File: config.mk
export PLATFORM = sky130hd
export DESIGN_NAME = spi_sfr_seq_flat
export DESIGN_NICKNAME = d
export VERILOG_FILES = /design/src/rtl/spi_sfr_seq_if.sv /design/src/rtl/spi_sfr_seq.sv /design/src/flat_wrapper.sv
export SDC_FILE = /design/constraint.sdc
export NUM_CORES = 1
export LEC_CHECK = 0
export BUFFER_PORTS_ARGS = -buffer_cell sky130_fd_sc_hd__buf_2
export CORE_MARGIN = 3
export CORE_UTILIZATION = 58
export CTS_CLUSTER_DIAMETER = 150
export DETAILED_ROUTE_END_ITERATION = 16
export PLACE_DENSITY = 0.85
export SKIP_LAST_GASP = 1
export SLEW_MARGIN = 20
export SYNTH_ARGS = -nofsm -noshare
export SYNTH_HDL_FRONTEND = slang
export SYNTH_SLANG_ARGS = --single-unit
File: constraint.sdc
create_clock -name i_clk -period 2.55 [get_ports i_clk]
set_input_delay 0.1275 -clock i_clk [delete_from_list [all_inputs] [get_ports i_clk]]
set_output_delay 0.1275 -clock i_clk [all_outputs]
set_load 0.01 [all_outputs]
File: src/rtl/spi_sfr_seq_if.sv
// Bundles the SPI byte-slave side and the SFR register-file side of the frame sequencer.
// The sequencer uses the slave modport; whoever drives the frames and the SFR data uses master.
interface spi_sfr_seq_if;
  logic        cs_active;
  logic [7:0]  rx_byte;
  logic        rx_valid;
  logic [7:0]  tx_byte;
  logic [11:0] wr_addr;
  logic [15:0] wr_data;
  logic        wr_en;
  logic [11:0] rd_addr;
  logic        rd_en;
  logic [15:0] rd_data;

  modport slave (
    input  cs_active, rx_byte, rx_valid, rd_data,
    output tx_byte, wr_addr, wr_data, wr_en, rd_addr, rd_en
  );

  modport master (
    output cs_active, rx_byte, rx_valid, rd_data,
    input  tx_byte, wr_addr, wr_data, wr_en, rd_addr, rd_en
  );
endinterface

File: src/rtl/spi_sfr_seq.sv
// SPI frame sequencer: decodes {rw,addr} header plus 16-bit data words into SFR
// write/read strobes, and returns read data as tx bytes with optional address auto-increment.
module spi_sfr_seq #(
  parameter int AUTO_INC   = 1,
  parameter int RD_LATENCY = 1
) (
  input  logic               i_clk,
  input  logic               i_rst,
  spi_sfr_seq_if.slave       bus,
  output logic               o_busy,
  output logic               o_frame_err
);

  typedef enum logic [1:0] {
    S_CMD  = 2'd0,
    S_ADDR = 2'd1,
    S_DHI  = 2'd2,
    S_DLO  = 2'd3
  } state_t;

  state_t                r_state;
  state_t                w_state_nxt;
  logic                  w_err;
  logic                  w_byte;
  logic                  w_capture;
  logic [11:0]           w_addr_inc;

  logic [11:0]           r_addr;
  logic                  r_rw;
  logic [7:0]            r_dhi;
  logic [15:0]           r_tx_buf;
  logic [7:0]            r_tx_byte;
  logic [11:0]           r_wr_addr;
  logic [15:0]           r_wr_data;
  logic                  r_wr_en;
  logic [11:0]           r_rd_addr;
  logic                  r_rd_en;
  logic                  r_busy;
  logic                  r_frame_err;
  logic [RD_LATENCY-1:0] r_rd_pipe;

  assign w_byte     = bus.cs_active & bus.rx_valid;
  assign w_capture  = r_rd_pipe[RD_LATENCY-1] & r_rw;
  assign w_addr_inc = r_addr + ((AUTO_INC != 0) ? 12'd1 : 12'd0);

  // Next-state decode; a dropped chip select overrides any byte in the same cycle.
  always_comb begin
    w_state_nxt = r_state;
    w_err       = 1'b0;
    if (!bus.cs_active) begin
      w_state_nxt = S_CMD;
      w_err       = (r_state == S_ADDR) || (r_state == S_DLO);
    end else if (bus.rx_valid) begin
      case (r_state)
        S_CMD:   w_state_nxt = S_ADDR;
        S_ADDR:  w_state_nxt = S_DHI;
        S_DHI:   w_state_nxt = S_DLO;
        S_DLO:   w_state_nxt = S_DHI;
        default: w_state_nxt = S_CMD;
      endcase
    end else begin
      w_state_nxt = r_state;
    end
  end

  // State register.
  always_ff @(posedge i_clk) begin
    if (i_rst) begin
      r_state <= S_CMD;
    end else begin
      r_state <= w_state_nxt;
    end
  end

  // Header/data capture, SFR strobes and tx byte selection.
  always_ff @(posedge i_clk) begin
    if (i_rst) begin
      r_addr      <= 12'h000;
      r_rw        <= 1'b0;
      r_dhi       <= 8'h00;
      r_tx_buf    <= 16'h0000;
      r_tx_byte   <= 8'h00;
      r_wr_addr   <= 12'h000;
      r_wr_data   <= 16'h0000;
      r_wr_en     <= 1'b0;
      r_rd_addr   <= 12'h000;
      r_rd_en     <= 1'b0;
      r_busy      <= 1'b0;
      r_frame_err <= 1'b0;
      r_rd_pipe   <= '0;
    end else begin
      r_wr_en     <= 1'b0;
      r_rd_en     <= 1'b0;
      r_frame_err <= w_err;
      r_busy      <= (w_state_nxt != S_CMD);
      // A read still in flight when the frame ends must not leak into the next frame.
      if (!bus.cs_active) begin
        r_rd_pipe <= '0;
      end else begin
        r_rd_pipe[0] <= r_rd_en;
        for (int i = 1; i < RD_LATENCY; i++) begin
          r_rd_pipe[i] <= r_rd_pipe[i-1];
        end
      end

      if (!bus.cs_active) begin
        r_tx_byte <= 8'h00;
      end else if (w_byte) begin
        case (r_state)
          S_CMD: begin
            r_rw      <= bus.rx_byte[7];
            r_addr    <= {bus.rx_byte[3:0], 8'h00};
            r_tx_byte <= 8'h00;
          end
          S_ADDR: begin
            r_addr[7:0] <= bus.rx_byte;
            if (r_rw) begin
              r_rd_en   <= 1'b1;
              r_rd_addr <= {r_addr[11:8], bus.rx_byte};
            end
          end
          S_DHI: begin
            r_dhi <= bus.rx_byte;
            if (r_rw) begin
              r_tx_byte <= r_tx_buf[7:0];
            end
          end
          S_DLO: begin
            r_addr <= w_addr_inc;
            if (r_rw) begin
              r_rd_en   <= 1'b1;
              r_rd_addr <= w_addr_inc;
            end else begin
              r_wr_en   <= 1'b1;
              r_wr_addr <= r_addr;
              r_wr_data <= {r_dhi, bus.rx_byte};
            end
          end
          default: r_tx_byte <= 8'h00;
        endcase
      end else if (w_capture) begin
        r_tx_buf  <= bus.rd_data;
        r_tx_byte <= bus.rd_data[15:8];
      end
    end
  end

  assign bus.tx_byte  = r_tx_byte;
  assign bus.wr_addr  = r_wr_addr;
  assign bus.wr_data  = r_wr_data;
  assign bus.wr_en    = r_wr_en;
  assign bus.rd_addr  = r_rd_addr;
  assign bus.rd_en    = r_rd_en;
  assign o_busy       = r_busy;
  assign o_frame_err  = r_frame_err;

endmodule

File: src/flat_wrapper.sv
// flat-port wrapper written by rule: the top's interface ports become plain ports
module spi_sfr_seq_flat 
#(
  parameter int AUTO_INC   = 1,
  parameter int RD_LATENCY = 1
)
  (i_clk, i_rst, o_busy, o_frame_err, bus_cs_active, bus_rx_byte, bus_rx_valid, bus_rd_data, bus_tx_byte, bus_wr_addr, bus_wr_data, bus_wr_en, bus_rd_addr, bus_rd_en);
  spi_sfr_seq_if bus_i ();
  input  logic i_clk;
  input  logic i_rst;
  output logic o_busy;
  output logic o_frame_err;
  input wire logic [$bits(bus_i.cs_active)-1:0] bus_cs_active;
  input wire logic [$bits(bus_i.rx_byte)-1:0] bus_rx_byte;
  input wire logic [$bits(bus_i.rx_valid)-1:0] bus_rx_valid;
  input wire logic [$bits(bus_i.rd_data)-1:0] bus_rd_data;
  output wire logic [$bits(bus_i.tx_byte)-1:0] bus_tx_byte;
  output wire logic [$bits(bus_i.wr_addr)-1:0] bus_wr_addr;
  output wire logic [$bits(bus_i.wr_data)-1:0] bus_wr_data;
  output wire logic [$bits(bus_i.wr_en)-1:0] bus_wr_en;
  output wire logic [$bits(bus_i.rd_addr)-1:0] bus_rd_addr;
  output wire logic [$bits(bus_i.rd_en)-1:0] bus_rd_en;
  assign bus_i.cs_active = bus_cs_active;
  assign bus_i.rx_byte = bus_rx_byte;
  assign bus_i.rx_valid = bus_rx_valid;
  assign bus_i.rd_data = bus_rd_data;
  assign bus_tx_byte = bus_i.tx_byte;
  assign bus_wr_addr = bus_i.wr_addr;
  assign bus_wr_data = bus_i.wr_data;
  assign bus_wr_en = bus_i.wr_en;
  assign bus_rd_addr = bus_i.rd_addr;
  assign bus_rd_en = bus_i.rd_en;
  spi_sfr_seq #(.AUTO_INC(AUTO_INC), .RD_LATENCY(RD_LATENCY)) u_core (.i_clk(i_clk), .i_rst(i_rst), .bus(bus_i), .o_busy(o_busy), .o_frame_err(o_frame_err));
endmodule
==> impl_metrics.env <==
export IMPL_synth_cell_type_count=52
export IMPL_antenna_left=0
export IMPL_io_pins=80
export IMPL_drive_gt1_share_pct=21.1
export IMPL_cts_tree="yes"
export IMPL_arrival_ns=2.35
export IMPL_cp_max_fo=12
export IMPL_wire_per_inst_microns=14.7
export IMPL_initial_core_util_pct=62.1
export IMPL_synth_fp_nets=476
export IMPL_antenna_found_initial=0
export IMPL_synth_seq_area_share_pct=47.1
export IMPL_yosys_warnings=0
export IMPL_die_w_microns=84.4
export IMPL_clock_latency_ns=0.36
export IMPL_top_layer="met4"
export IMPL_numCtsBuffers=9
export IMPL_fin_worst_skew_ns=0.0119
export IMPL_path_class="reg2reg"
export IMPL_grt_overflow=0
export IMPL_p_per_area_mw_per_mm2=589
export IMPL_first_global_vias=3015
export IMPL_place_congestion=0.919
export IMPL_post_route_period_util_pct=82.9
export IMPL_critical_path_slowest_cell="and3_1"
export IMPL_die_area_sq_mm=0.00713
export IMPL_setup_worst_path_end_class="register"
export IMPL_clk_pin_slew_ns=0.09
export IMPL_max_freq_mhz=473
export IMPL_hold_viol_final=0
export IMPL_synth_top_area_share_pct=47.1
export IMPL_rows=27
export IMPL_wl_met3_microns=659
export IMPL_drv_slew=0
export IMPL_postCtsSetupBuffers=0
export IMPL_ys_ff_latch=84
export IMPL_drcViolationCount=0
export IMPL_leakage_uw=0.00166
export IMPL_vias=3344
export IMPL_final_nets=545
export IMPL_htree_num_levels=3
export IMPL_grt_pass1_wl_microns=14100
export IMPL_grt_max_degree=46
export IMPL_setup_viol=0
export IMPL_synth_edff_count=0
export IMPL_syn_inst=442
export IMPL_wl_met2_microns=4020
export IMPL_rsz0062_at_grt="false"
export IMPL_synth_top_area_cell="dfxtp_1"
export IMPL_wirelength_met1_microns=3720
export IMPL_worstPathRequired_ns=2.79
export IMPL_relSlewSlack_pct=34.7
export IMPL_wl_microns=8620
export IMPL_die_h_microns=84.4
export IMPL_via_per_inst=5.69
export IMPL_syn_avg_cell_area_sq_um=8.07
export IMPL_status="finished clean"
export IMPL_irDropWorstVdd_mv=0.508
export IMPL_layout_min_cycle_time_ns=2.11
export IMPL_holdWs_ns=0.0180
export IMPL_cts_num_sinks=84
export IMPL_drt_first_pass_iters=5
export IMPL_globalRouteTotalUtil_pct=24.6
export IMPL_cap_violations=0
export IMPL_num_fill_cells=439
export IMPL_fin_util_pct=73.8
export IMPL_drtIter0Drc=257
export IMPL_crit_chain="inv_1 -> ha_1 -> and3_1 -> o21ai_1 -> a221oi_1 -> nor3_1"
export IMPL_tightest_slew_ns=0.980
export IMPL_area_growth_pct=18.8
export IMPL_netlist_area_sq_mm=0.00357
export IMPL_fin_cells=588
export IMPL_slowest_delay_ns=0.44
export IMPL_start_kind="register"
export IMPL_synth_top_flop_cell="dfxtp_1"
export IMPL_root_buffer="clkbuf_8"
export IMPL_synthTopCellsByArea="dfxtp_1, nand2_1, a21oi_1"
export IMPL_async_reset_ff_share_pct=0
export IMPL_core_area_sq_mm=0.00574
export IMPL_totalNegativeSetupSlack_ns=0
export IMPL_place_inst=565
export IMPL_hpwlAfterDp_microns=5960
export IMPL_port_buffers=79
export IMPL_diodes=0
export IMPL_hp_class="in2reg"
export IMPL_cts_max_path_buffers=2
-- logic make-up (layout without fill, tap and decap cells) --
logic type	count (synthesis)	in the layout	synth area share (%)
adders and majority gates	6	6	2.10
AOI/OAI and AO/OA	96	96	17.0
DFF	84	84	47.1
xor gates and xnor gates	7	7	1.72
and+or+nand+nor	207	207	26.6
buffers and inverters	39	113	4.59
muxes	3	3	0.912
-- cells in the final DEF (no fill, tap or decap), types with 2 or more instances in the layout --
cell,instances
nand3_1,7
buf_2,79
a21oi_1,52
inv_1,5
nand2b_1,3
a221oi_1,8
and3_1,9
a31oi_1,2
mux2_2,2
nor2_1,30
and2_1,2
xor2_1,2
nor3b_1,2
xnor2_1,5
nand2_1,113
o21ai_0,3
dfxtp_1,84
o21a_1,3
o31ai_1,2
a211oi_1,8
dlygate4sd3_1,7
inv_6,2
buf_4,4
or3_1,2
clkbuf_8,10
nor3_1,25
ha_1,6
a311oi_1,10
-- per-layer routing --
metal,global-route usage [%],vias up
met5,0,-
met4,9.78,0
met3,6.87,28
met2,39.1,138
met1,31.7,1505
li1,-,1673
-- critical path, delay by kind of cell, from the launching register on --
| family | cells | cell delay (ns) |
|---|---|---|
| and+or+nand+nor | 2 | 0.52 |
| adders and majority gates | 1 | 0.33 |
| buffers and inverters | 1 | 0.12 |
| DFF | 1 | 0.34 |
| AOI/OAI and AO/OA | 2 | 0.69 |
-- timing repair --
| action | in CTS | in global routing |
|---|---|---|
| hold buffers | 7 | 0 |
| gates resized for setup | 0 | 0 |
| endpoints found under the hold margin | 7 | 0 |
| endpoints found under the setup margin | 0 | 0 |
-- registers in the layout, indices dropped and copies added (netlist names) --
signal	count
u_core.o_busy	1
u_core.r_addr	12
u_core.bus.tx_byte	8
u_core.bus.rd_addr	12
u_core.bus.rd_en	1
u_core.bus.wr_data	16
u_core.r_rw	1
u_core.r_dhi	8
u_core.r_state	2
u_core.bus.wr_addr	12
u_core.bus.wr_en	1
u_core.r_tx_buf	8
u_core.r_rd_pipe	1
u_core.o_frame_err	1
-- through the flow --
step	total power, uW	instance area (sq um)	worst slack [ns]
floorplan	1480	3570	0.827
global placement	1540	3960	0.544
detailed placement	1540	3960	0.499
CTS	2510	4240	0.483
global route	2590	4240	0.265
finish	2500	4240	0.437
-- Yosys cell counts, types with 2 or more instances --
master,count
a311oi_1,10
mux2_2,2
buf_1,2
a21oi_1,52
ha_1,6
o31ai_1,2
buf_2,9
or3_1,2
a221oi_1,8
a31oi_1,2
inv_1,5
nand2b_1,3
nor3b_1,2
and2_1,2
xnor2_1,5
dfxtp_1,84
clkbuf_1,19
nor2_1,30
o21a_1,3
o21ai_0,3
nor3_1,25
a211oi_1,8
and3_1,9
nand3_1,7
nand2_1,113
clkbuf_2,2
xor2_1,2
-- power breakdown --
group,internal (uW),switching [uW],leakage [uW]
registers,1330,26.7,0.000679
clock network,486,493,0.000103
logic,66.2,96.5,0.000875
-- layout make-up --
class | instances | area, sq um | share of cell area (%)
Tap cell | 72 | 90.1 | 2.13
Clock buffer | 10 | 138 | 3.25
Sequential cell | 84 | 1680 | 39.7
Timing Repair Buffer | 91 | 515 | 12.2
Clock inverter | 6 | 68.8 | 1.62
Multi-Input combinational cell | 319 | 1720 | 40.6
Inverter | 6 | 22.5 | 0.531
-- worst paths after layout --
kind	to	slack, ns	start	depth (start not counted)
setup / recovery	u_core.bus.tx_byte[2]$_SDFFE_PP0P_	0.44	u_core.r_state[0]$_SDFF_PP0_	6
hold / removal	u_core.r_tx_buf[2]$_SDFFE_PP0P_	0.02	bus_rd_data[2]	3
setup reg to reg	u_core.bus.tx_byte[2]$_SDFFE_PP0P_	0.44	u_core.r_state[0]$_SDFF_PP0_	6
hold reg to reg	u_core.bus.wr_data[14]$_SDFFE_PP0P_	0.45	u_core.bus.wr_data[14]$_SDFFE_PP0P_	2
Power figures use the tool's default switching activity.
